File: src/rtl/mips_pkg.sv
// Shared MIPS decode definitions: opcodes, ALU op codes and the per-lane control bundle.
// Pure types/constants, no timing or backpressure of its own.
package mips_pkg;

  localparam logic [5:0] OP_RTYPE = 6'b000000;
  localparam logic [5:0] OP_ADDI  = 6'b001000;
  localparam logic [5:0] OP_ANDI  = 6'b001100;
  localparam logic [5:0] OP_ORI   = 6'b001101;
  localparam logic [5:0] OP_SLTI  = 6'b001010;
  localparam logic [5:0] OP_LW    = 6'b100011;
  localparam logic [5:0] OP_SW    = 6'b101011;
  localparam logic [5:0] OP_BEQ   = 6'b000100;
  localparam logic [5:0] OP_BNE   = 6'b000101;
  localparam logic [5:0] OP_J     = 6'b000010;
  localparam logic [5:0] OP_JAL   = 6'b000011;

  localparam logic [2:0] ALU_R   = 3'b000;
  localparam logic [2:0] ALU_ADD = 3'b001;
  localparam logic [2:0] ALU_SUB = 3'b010;
  localparam logic [2:0] ALU_AND = 3'b011;
  localparam logic [2:0] ALU_OR  = 3'b100;
  localparam logic [2:0] ALU_SLT = 3'b101;

  typedef struct packed {
    logic       regwrite;
    logic       regdst;
    logic       alusrc;
    logic       branchbeq;
    logic       branchneq;
    logic       memwrite;
    logic       memtoreg;
    logic       jump;
    logic       jumplink;
    logic       userd1;
    logic       userd2;
    logic [2:0] aluop;
  } ctrl_t;

  localparam int CTRL_BITS = $bits(ctrl_t);

  // flags are regwrite..userd2 in struct order
  function automatic ctrl_t mk_ctrl(input logic [10:0] flags, input logic [2:0] aluop);
    return ctrl_t'({flags, aluop});
  endfunction

endpackage

File: src/rtl/decode_stage_if.sv
// Fetch-group input and decoded-issue output handshakes of the decode stage.
// master drives the group and the downstream accept; slave is the decode stage.
interface decode_stage_if #(
  parameter int LANES  = 2,
  parameter int CTRL_W = 14
);
  logic                    in_valid;
  logic                    in_ready;
  logic [LANES*32-1:0]     in_instr;
  logic [LANES-1:0]        in_mask;
  logic                    out_valid;
  logic                    out_ready;
  logic [LANES*CTRL_W-1:0] out_ctrl;
  logic [LANES-1:0]        out_mask;
  logic [LANES-1:0]        out_illegal;
  logic [LANES*32-1:0]     out_instr;

  modport master (
    output in_valid, in_instr, in_mask, out_ready,
    input  in_ready, out_valid, out_ctrl, out_mask, out_illegal, out_instr
  );

  modport slave (
    input  in_valid, in_instr, in_mask, out_ready,
    output in_ready, out_valid, out_ctrl, out_mask, out_illegal, out_instr
  );
endinterface

File: src/rtl/lane_decode.sv
// Combinational single-lane decode: opcode -> control bundle, illegal flag, dest and sources.
// Zero latency, no handshake.
module lane_decode
  import mips_pkg::*;
(
  input  logic [31:11] instr_hi,
  output ctrl_t        ctrl,
  output logic         illegal,
  output logic [4:0]   dest,
  output logic         dest_vld,
  output logic [4:0]   src1,
  output logic         src1_vld,
  output logic [4:0]   src2,
  output logic         src2_vld
);
  logic [5:0] opcode;
  logic [4:0] rs, rt, rd;

  assign opcode = instr_hi[31:26];
  assign rs     = instr_hi[25:21];
  assign rt     = instr_hi[20:16];
  assign rd     = instr_hi[15:11];

  always_comb begin
    ctrl    = '0;
    illegal = 1'b0;
    case (opcode)
      OP_RTYPE: ctrl = mk_ctrl(11'b1_100_000_00_11, ALU_R);
      OP_ADDI:  ctrl = mk_ctrl(11'b1_010_000_00_10, ALU_ADD);
      OP_ANDI:  ctrl = mk_ctrl(11'b1_010_000_00_10, ALU_AND);
      OP_ORI:   ctrl = mk_ctrl(11'b1_010_000_00_10, ALU_OR);
      OP_SLTI:  ctrl = mk_ctrl(11'b1_010_000_00_10, ALU_SLT);
      OP_LW:    ctrl = mk_ctrl(11'b1_010_001_00_11, ALU_ADD);
      OP_SW:    ctrl = mk_ctrl(11'b0_010_010_00_11, ALU_ADD);
      OP_BEQ:   ctrl = mk_ctrl(11'b0_001_000_00_11, ALU_SUB);
      OP_BNE:   ctrl = mk_ctrl(11'b0_000_100_00_11, ALU_SUB);
      OP_J:     ctrl = mk_ctrl(11'b0_010_000_10_00, ALU_ADD);
      OP_JAL:   ctrl = mk_ctrl(11'b1_010_000_11_00, ALU_ADD);
      default:  illegal = 1'b1;
    endcase
  end

  always_comb begin
    if (ctrl.jumplink)    dest = 5'd31;
    else if (ctrl.regdst) dest = rd;
    else                  dest = rt;
  end

  // writes to $0 never create a hazard
  assign dest_vld = ctrl.regwrite && (dest != 5'd0);
  assign src1     = rs;
  assign src1_vld = ctrl.userd1;
  assign src2     = rt;
  assign src2_vld = ctrl.userd2;

endmodule

File: src/rtl/decode_stage.sv
// Multi-lane decode: holds one fetch group, issues the oldest hazard-free prefix each cycle.
// One cycle accept-to-issue; a RAW split stalls the input until the residual lanes drain.
module decode_stage
  import mips_pkg::*;
#(
  parameter int LANES  = 2,
  parameter int CTRL_W = 14
) (
  input  logic           clk,
  input  logic           rst_n,
  input  logic           flush,
  decode_stage_if.slave  bus
);
  logic [LANES*32-1:0] h_q;
  logic [LANES-1:0]    p_q;

  ctrl_t            lane_ctrl [LANES];
  logic [4:0]       dst [LANES];
  logic [4:0]       s1  [LANES];
  logic [4:0]       s2  [LANES];
  logic [LANES-1:0] lane_ill, dvld, s1v, s2v;
  logic [LANES-1:0] conflict, issued;
  logic             blocked;
  logic             accept;

  for (genvar g = 0; g < LANES; g++) begin : g_lane
    lane_decode u_lane (
      .instr_hi (h_q[g*32+11 +: 21]),
      .ctrl     (lane_ctrl[g]),
      .illegal  (lane_ill[g]),
      .dest     (dst[g]),
      .dest_vld (dvld[g]),
      .src1     (s1[g]),
      .src1_vld (s1v[g]),
      .src2     (s2[g]),
      .src2_vld (s2v[g])
    );
  end

  // Only still-pending older lanes can hazard; issued ones have left the group.
  always_comb begin
    conflict = '0;
    issued   = '0;
    blocked  = 1'b0;
    for (int k = 0; k < LANES; k++) begin
      for (int j = 0; j < LANES; j++) begin
        if (j < k && p_q[j] && dvld[j] &&
            ((s1v[k] && dst[j] == s1[k]) || (s2v[k] && dst[j] == s2[k])))
          conflict[k] = 1'b1;
      end
      if (p_q[k] && conflict[k]) blocked = 1'b1;
      issued[k] = p_q[k] && !blocked;
    end
  end

  always_comb begin
    bus.out_ctrl    = '0;
    bus.out_illegal = '0;
    for (int l = 0; l < LANES; l++) begin
      if (issued[l]) begin
        bus.out_ctrl[l*CTRL_W +: CTRL_W] = CTRL_W'(lane_ctrl[l]);
        bus.out_illegal[l]               = lane_ill[l];
      end
    end
  end

  assign bus.out_valid = |p_q;
  assign bus.out_mask  = issued;
  assign bus.out_instr = h_q;
  assign bus.in_ready  = !flush &&
                         ((p_q == '0) || (bus.out_ready && ((p_q & ~issued) == '0)));
  assign accept        = bus.in_valid && bus.in_ready;

  always_ff @(posedge clk or negedge rst_n) begin
    if (!rst_n) begin
      h_q <= '0;
      p_q <= '0;
    end else if (flush) begin
      p_q <= '0;
    end else if (accept) begin
      h_q <= bus.in_instr;
      p_q <= bus.in_mask;
    end else if (bus.out_valid && bus.out_ready) begin
      p_q <= p_q & ~issued;
    end
  end

endmodule

File: src/flat_wrapper.sv
// flat-port wrapper written by rule: the top's interface ports become plain ports
module decode_stage_flat import mips_pkg::*;
#(
  parameter int LANES  = 2,
  parameter int CTRL_W = 14
)
  (clk, rst_n, flush, bus_in_valid, bus_in_instr, bus_in_mask, bus_out_ready, bus_in_ready, bus_out_valid, bus_out_ctrl, bus_out_mask, bus_out_illegal, bus_out_instr);
  decode_stage_if #(.LANES(LANES), .CTRL_W(CTRL_W)) bus_i ();
  input  logic clk;
  input  logic rst_n;
  input  logic flush;
  input wire logic [$bits(bus_i.in_valid)-1:0] bus_in_valid;
  input wire logic [$bits(bus_i.in_instr)-1:0] bus_in_instr;
  input wire logic [$bits(bus_i.in_mask)-1:0] bus_in_mask;
  input wire logic [$bits(bus_i.out_ready)-1:0] bus_out_ready;
  output wire logic [$bits(bus_i.in_ready)-1:0] bus_in_ready;
  output wire logic [$bits(bus_i.out_valid)-1:0] bus_out_valid;
  output wire logic [$bits(bus_i.out_ctrl)-1:0] bus_out_ctrl;
  output wire logic [$bits(bus_i.out_mask)-1:0] bus_out_mask;
  output wire logic [$bits(bus_i.out_illegal)-1:0] bus_out_illegal;
  output wire logic [$bits(bus_i.out_instr)-1:0] bus_out_instr;
  assign bus_i.in_valid = bus_in_valid;
  assign bus_i.in_instr = bus_in_instr;
  assign bus_i.in_mask = bus_in_mask;
  assign bus_i.out_ready = bus_out_ready;
  assign bus_in_ready = bus_i.in_ready;
  assign bus_out_valid = bus_i.out_valid;
  assign bus_out_ctrl = bus_i.out_ctrl;
  assign bus_out_mask = bus_i.out_mask;
  assign bus_out_illegal = bus_i.out_illegal;
  assign bus_out_instr = bus_i.out_instr;
  decode_stage #(.LANES(LANES), .CTRL_W(CTRL_W)) u_core (.clk(clk), .rst_n(rst_n), .flush(flush), .bus(bus_i));
endmodule
File: config.mk
export PLATFORM = sky130hd
export DESIGN_NAME = decode_stage_flat
export DESIGN_NICKNAME = d
export VERILOG_FILES = /design/src/rtl/mips_pkg.sv /design/src/rtl/decode_stage_if.sv /design/src/rtl/lane_decode.sv /design/src/rtl/decode_stage.sv /design/src/flat_wrapper.sv
export SDC_FILE = /design/constraint.sdc
export NUM_CORES = 1
export LEC_CHECK = 0
export CAP_MARGIN = 20
export CELL_PAD_IN_SITES_DETAIL_PLACEMENT = 1
export CELL_PAD_IN_SITES_GLOBAL_PLACEMENT = 2
export CORE_UTILIZATION = 26
export DETAILED_ROUTE_END_ITERATION = 8
export PLACE_DENSITY = 0.87
export SLEW_MARGIN = 40
export SYNTH_ARGS = -nofsm -noshare
export SYNTH_HDL_FRONTEND = slang
export SYNTH_SLANG_ARGS = --single-unit
File: constraint.sdc
create_clock -name clk -period 3.5 [get_ports clk]
set_clock_uncertainty 0.1 [all_clocks]
set_input_delay 0.7 -clock clk [delete_from_list [all_inputs] [get_ports clk]]
set_output_delay 0.7 -clock clk [all_outputs]
set_load 0.01 [all_outputs]
==> run_results.csv <==
group,metric,value,unit
run_status,status,"finished with violations",
run_status,violations,"negative setup slack",
clocking,cts_max_level,3,
clocking,cts_root_buf,"clkbuf_16",
pwr,clkPwrFrac,25.0,%
yosys,async_reset_ff_share,100,%
grt,grt_pass1_vias,4053,
yosys,synth_edf_count,0,
placed_design,port_buffers,168,
floorplanning,coreArea,14500,µm²
clocking,cts_tree,"built",
worst_setup_path,path_class,"flop to output port",
detailed_routing,drt_wl_total,14100,µm
pwr,combPwrFrac,44.5,%
floorplanning,io-pin-count,169,
floorplanning,die-area,15400,µm²
placed_design,post_dp_cell_area,6240,µm²
detailed_routing,vias,3695,
sta,maxSlewHeadroom,58.4,%
worst_setup_path,cp-start-kind,"flop",
sta,setup_tns,-3410,ps
layout,area_growth,74.4,%
pwr,ir_worst_vdd,266,µV
pwr,powerDensity,494,nW/µm²
worst_setup_path,endpoint_kind,"output port",
clocking,path_clk_slew,60,ps
sta,clock.fmax,0.260,GHz
worst_setup_path,cp.required,2700,ps
floorplanning,rows,44,
clocking,ctsHoldBuffers,0,
clocking,ctsLongestPathBuffers,2,
sta,hold_viol,0,
worst_setup_path,reg2reg_depth,12,
floorplanning,start_util,26.6,%
yosys,yosys_most_used_dff,"dfrtp_1",
worst_setup_path,worstPathArrival,3050,ps
pwr,switchingPower,1080,µW
detailed_routing,drc_errors,0,
yosys,synth_warnings,0,
pwr,power.share.switching,32.3,%
pwr,seq_power_share,30.5,%
detailed_routing,final_antenna_net_count,0,
detailed_routing,drt-pass1-iter-count,4,
floorplanning,die_x,124,µm
detailed_routing,first_iter_violations,172,
yosys,synth_cells,340,
yosys,netlist_area,3870,µm²
sta,maxSlewViolCount,0,
grt,antenna_found_initial,1,
detailed_routing,post_drt_via_cell_ratio,4.78,
layout,fillers,1596,
pwr,leakage,0.00295,µW
sta,setup_viol,17,
sta,final.period_utilization,110,%
layout,layout_common_cells,"clkdlybuf4s50_1, buf_4, dfrtp_1",
clocking,clk-insertion-delay-late,340,ps
layout,layout_commonest_cell,"clkdlybuf4s50_1",
grt,grt_util_all_layers,18.4,%
layout,utilization,46.4,%
sta,tightest_slew,624,ps
grt,grt_pass1_wl,21300,µm
floorplanning,die_y,124,µm
clocking,cts-buffers-inserted,9,
yosys,ys_types,61,
yosys,ys_seq_area_share,42.7,%
sta,fin_crit,3850,ps
yosys,avgSynthCellArea,11.4,µm²
grt,grt_overflow_total,0,
layout,design_area,6740,µm²
placed_design,gp_congestion,0.893,
run,maxCapViolCount,0,
sta,fin_ws,-349,ps
hold_path,hold_class,"input pin to async pin",
yosys,synthesis.nets,411,
yosys,ys_ff_latch,66,
grt,grt_max_degree,67,
clocking,clock_sinks,66,
layout,final_nets,655,
sta,rsz0062_at_grt,"true",
pwr,p_int,2260,µW
detailed_routing,post_drt_wl_per_cell,18.2,µm
placed_design,hpwl,10300,µm
layout,final_layout_size_suffix_gt1_share,36.2,%
worst_setup_path,worstPathMaxFanout,4,
## path summary, 6_finish.rpt
check | start | end | slack (ps)
max in group asynchronous | rst_n | u_core.bus.out_instr[36] | 2600
hold / removal | rst_n | u_core.bus.out_instr[54] | 270
hold reg to reg | u_core.bus.out_instr[2] | u_core.bus.out_instr[2] | 400
setup reg to reg | u_core.bus.out_instr[27] | u_core.bus.out_instr[24] | 530
min in group clk | u_core.bus.out_instr[2] | u_core.bus.out_instr[2] | 400
setup / recovery | u_core.bus.out_instr[29] | bus_out_ctrl[24] | -350
## worst max-delay path, cell delays in order (launching register included)
cell and delay, ps:
dfrtp_1 390, buf_4 140, or4_4 480, nor2_4 130, nor3_1 50, or3_1 340
nand4b_1 170, a21oi_2 90, or4b_4 540, nor4b_2 220, buf_2 160
## cells in the mapped netlist (4+ instances only)
library cell,number,share of area [%]
dfrtp_1,66,43
mux2_4,54,21
a21oi_1,22,2.8
nor2_1,22,2.1
nand2b_1,15,2.4
inv_1,13,1.3
nand2_1,12,1.2
clkbuf_1,8,0.78
nor4_1,8,1.3
buf_6,7,2.0
nor3_1,7,0.91
o21ai_0,7,0.91
mux2_1,6,1.7
nor2b_1,6,0.97
a211oi_1,5,0.97
xor2_1,5,1.1
a21o_1,4,0.78
buf_2,4,0.52
mux2_2,4,1.2
## power by group through the flow
stage          registers, µW  clock network, µW  logic (µW)
2_1_floorplan           1090                  0         566
3_3_place_gp            1010                  0        1360
3_5_place_dp            1020                  0        1390
4_1_cts                 1020                858        1450
5_1_grt                 1030                888        1580
6_report                1020                834        1480
## cell type report
cell class                 count  area, µm²  share of cell area, %
timing repair buffer         256       2340                   34.7
multi-input combinational    238       2200                   32.6
sequential                    66       1650                   24.5
clock buffer                  12        256                   3.80
tap                          184        230                   3.41
inverter                      13       48.8                  0.724
clock inverter                 3       15.0                  0.223
antenna                        1       2.50                 0.0371
## per-layer routing
layer,wire length [µm],GRT usage (%)
met1,5620,21.0
met2,7250,32.2
met3,772,4.17
met4,422,9.00
met5,0,0
## per-stage QoR
stage	setup slack [ps]	total power [µW]	hold slack, ps	instances
floorplan	69.0	1660	304	340
global placement	-346	2380	372	746
detailed placement	-463	2410	394	746
CTS	-262	3320	284	770
global route	-462	3500	324	773
finish	-349	3330	266	773
## logic make-up (layout without fill, tap and decap cells)
| family | count (synthesis) | count (layout) | synth area share, % |
|---|---|---|---|
| compound gates | 69 | 69 | 12.2 |
| xor+xnor | 6 | 6 | 1.36 |
| buf+inv | 36 | 284 | 5.08 |
| flops | 66 | 66 | 42.7 |
| mux | 64 | 64 | 23.9 |
| other cells | 0 | 1 | 0 |
| simple gates | 99 | 99 | 14.8 |
## state kept, by name, summed over array words and instances, names as in the netlist
| register | flops |
|---|---|
| u_core.bus.out_instr | 64 |
| u_core.p_q | 2 |
## repair_timing
| action | CTS | global route |
|---|---|---|
| endpoints found under the hold margin | 0 | 0 |
| buffers inserted | 9 | 2 |
| gates resized for setup | 105 | 13 |
| pin swaps | 15 | 6 |
| cloned | 0 | 0 |
| setup endpoints to repair | 19 | 19 |
(Power assumes the default switching activity.)
==> variant (same flow settings) <==
`LANES` is set to 2 in 3 places; all go to 4.
--- a/src/rtl/decode_stage_if.sv
+++ b/src/rtl/decode_stage_if.sv
@@ -2,5 +2,5 @@
 // master drives the group and the downstream accept; slave is the decode stage.
 interface decode_stage_if #(
-  parameter int LANES  = 2,
+  parameter int LANES  = 4,
   parameter int CTRL_W = 14
 );
--- a/src/rtl/decode_stage.sv
+++ b/src/rtl/decode_stage.sv
@@ -4,5 +4,5 @@
   import mips_pkg::*;
 #(
-  parameter int LANES  = 2,
+  parameter int LANES  = 4,
   parameter int CTRL_W = 14
 ) (
--- a/src/flat_wrapper.sv
+++ b/src/flat_wrapper.sv
@@ -2,5 +2,5 @@
 module decode_stage_flat import mips_pkg::*;
 #(
-  parameter int LANES  = 2,
+  parameter int LANES  = 4,
   parameter int CTRL_W = 14
 )
Interface: changed (6 resized); port bits go from 169 to 331. The function was not compared with the original's and may differ.
==> variant against the unedited design <==
- the flow finishes with violations (design-rule violations, negative setup slack)
- power rose to 3.8 times the old value
- area after synthesis rose to 3.2 times the old value
- setup slack got worse by 0.67 ns
- design area rose to 3.4 times the old value
- sequential cell count rose by 66
- final cell count rose to 3.6 times the old value
- fmax fell by 15%
- global-route usage rose by 11 points
- routed wire length rose to 5.4 times the old value
- synthesized cell count rose to 4.5 times the old value
==> variant: results (changes against the unedited design) <==
complex-gate fraction of the synthesized area 0.392 (was 0.122); failing checks design-rule violations, negative setup slack (was negative setup slack); xor/xnor share of the synthesized area 0.0212 (was 0.0136); clock sinks 132 (was 66); reg2reg end u_core.bus.out_instr[109] (was u_core.bus.out_instr[24]); maximum vdd ir drop 0.297 mV (was 0.266 mV); cell total after placement 2,629 (was 746); DP Area 18,900 sq um (was 6240 sq um); Starting DRT DRC Count 1,393 (was 172); CP max stage cell dfrtp_1 (was or4b_4); final setup fails 179 (was 17); synth-to-layout area growth 82.2% (was 74.4%); share of post-route cells with drive strength above 1 0.362 (about the same); nets 2,278 (was 655); first-pass GRT wire length 108 mm (was 21.3 mm); routed via count 16,617 (was 3,695); status complete, but fails checks (unchanged); inverter count 131 (was 13); final worst slack -1.02 ns (was -0.349 ns); All-Layer GR Usage 0.295 (was 0.184); H-tree Lvls 4 (was 3); WHS 0.113 ns (was 0.266 ns); Leakage Power 9.14 nW (was 2.95 nW); Multi-input comb cells 1,078 (was 238); post-DP HPWL 46.6 mm (was 10.3 mm); # DRC 18 (was 0); met3 WL 4.62 mm (was 772 microns); Synth cell types 81 (was 61); met3 Use GR 0.0493 (was 0.0417); register area 3310 sq um (was 1650 sq um); Critical Path AT 3.72 ns (was 3.05 ns); sequential area share after synthesis 0.266 (was 0.427); met1 Usage GRT 0.375 (was 0.210); fillcell total 5,264 (was 1,596); Buffers excl. clock 781 (was 256)
-- variant: cell types whose count changed in the layout (fill, tap and decap cells not counted), moves of 114 or more --
| cell | change |
|---|---|
| nand4_1 | +132 |
| inv_1 | +114 |
| clkdlybuf4s50_1 | +121 |
| a31oi_1 | +133 |
| a21oi_1 | +146 |
| buf_4 | +264 |
-- variant: report_power, final --
part	switching, mW	internal, mW	leakage [nW]	total (mW)
clock	0.844	1.18	0.295	2.03
sequential	0.499	1.93	1.51	2.43
combinational	4.30	3.80	7.34	8.10
total	5.64	6.91	9.14	12.6
-- variant: repair_timing --
action                                  CTS  global route
endpoints found under the setup margin  187           193
buffers inserted                         67            21
resized for setup                       419           153
pin swaps                                65            50
gates cloned                             19             6
hold buffers                              0             0
-- variant: logic make-up after synthesis --
logic type	count (synthesis)
and+or+nand+nor	448
DFF	132
muxes	8
AOI/OAI and AO/OA	590
xor gates and xnor gates	30
adders and majority gates	1
buffers and inverters	315
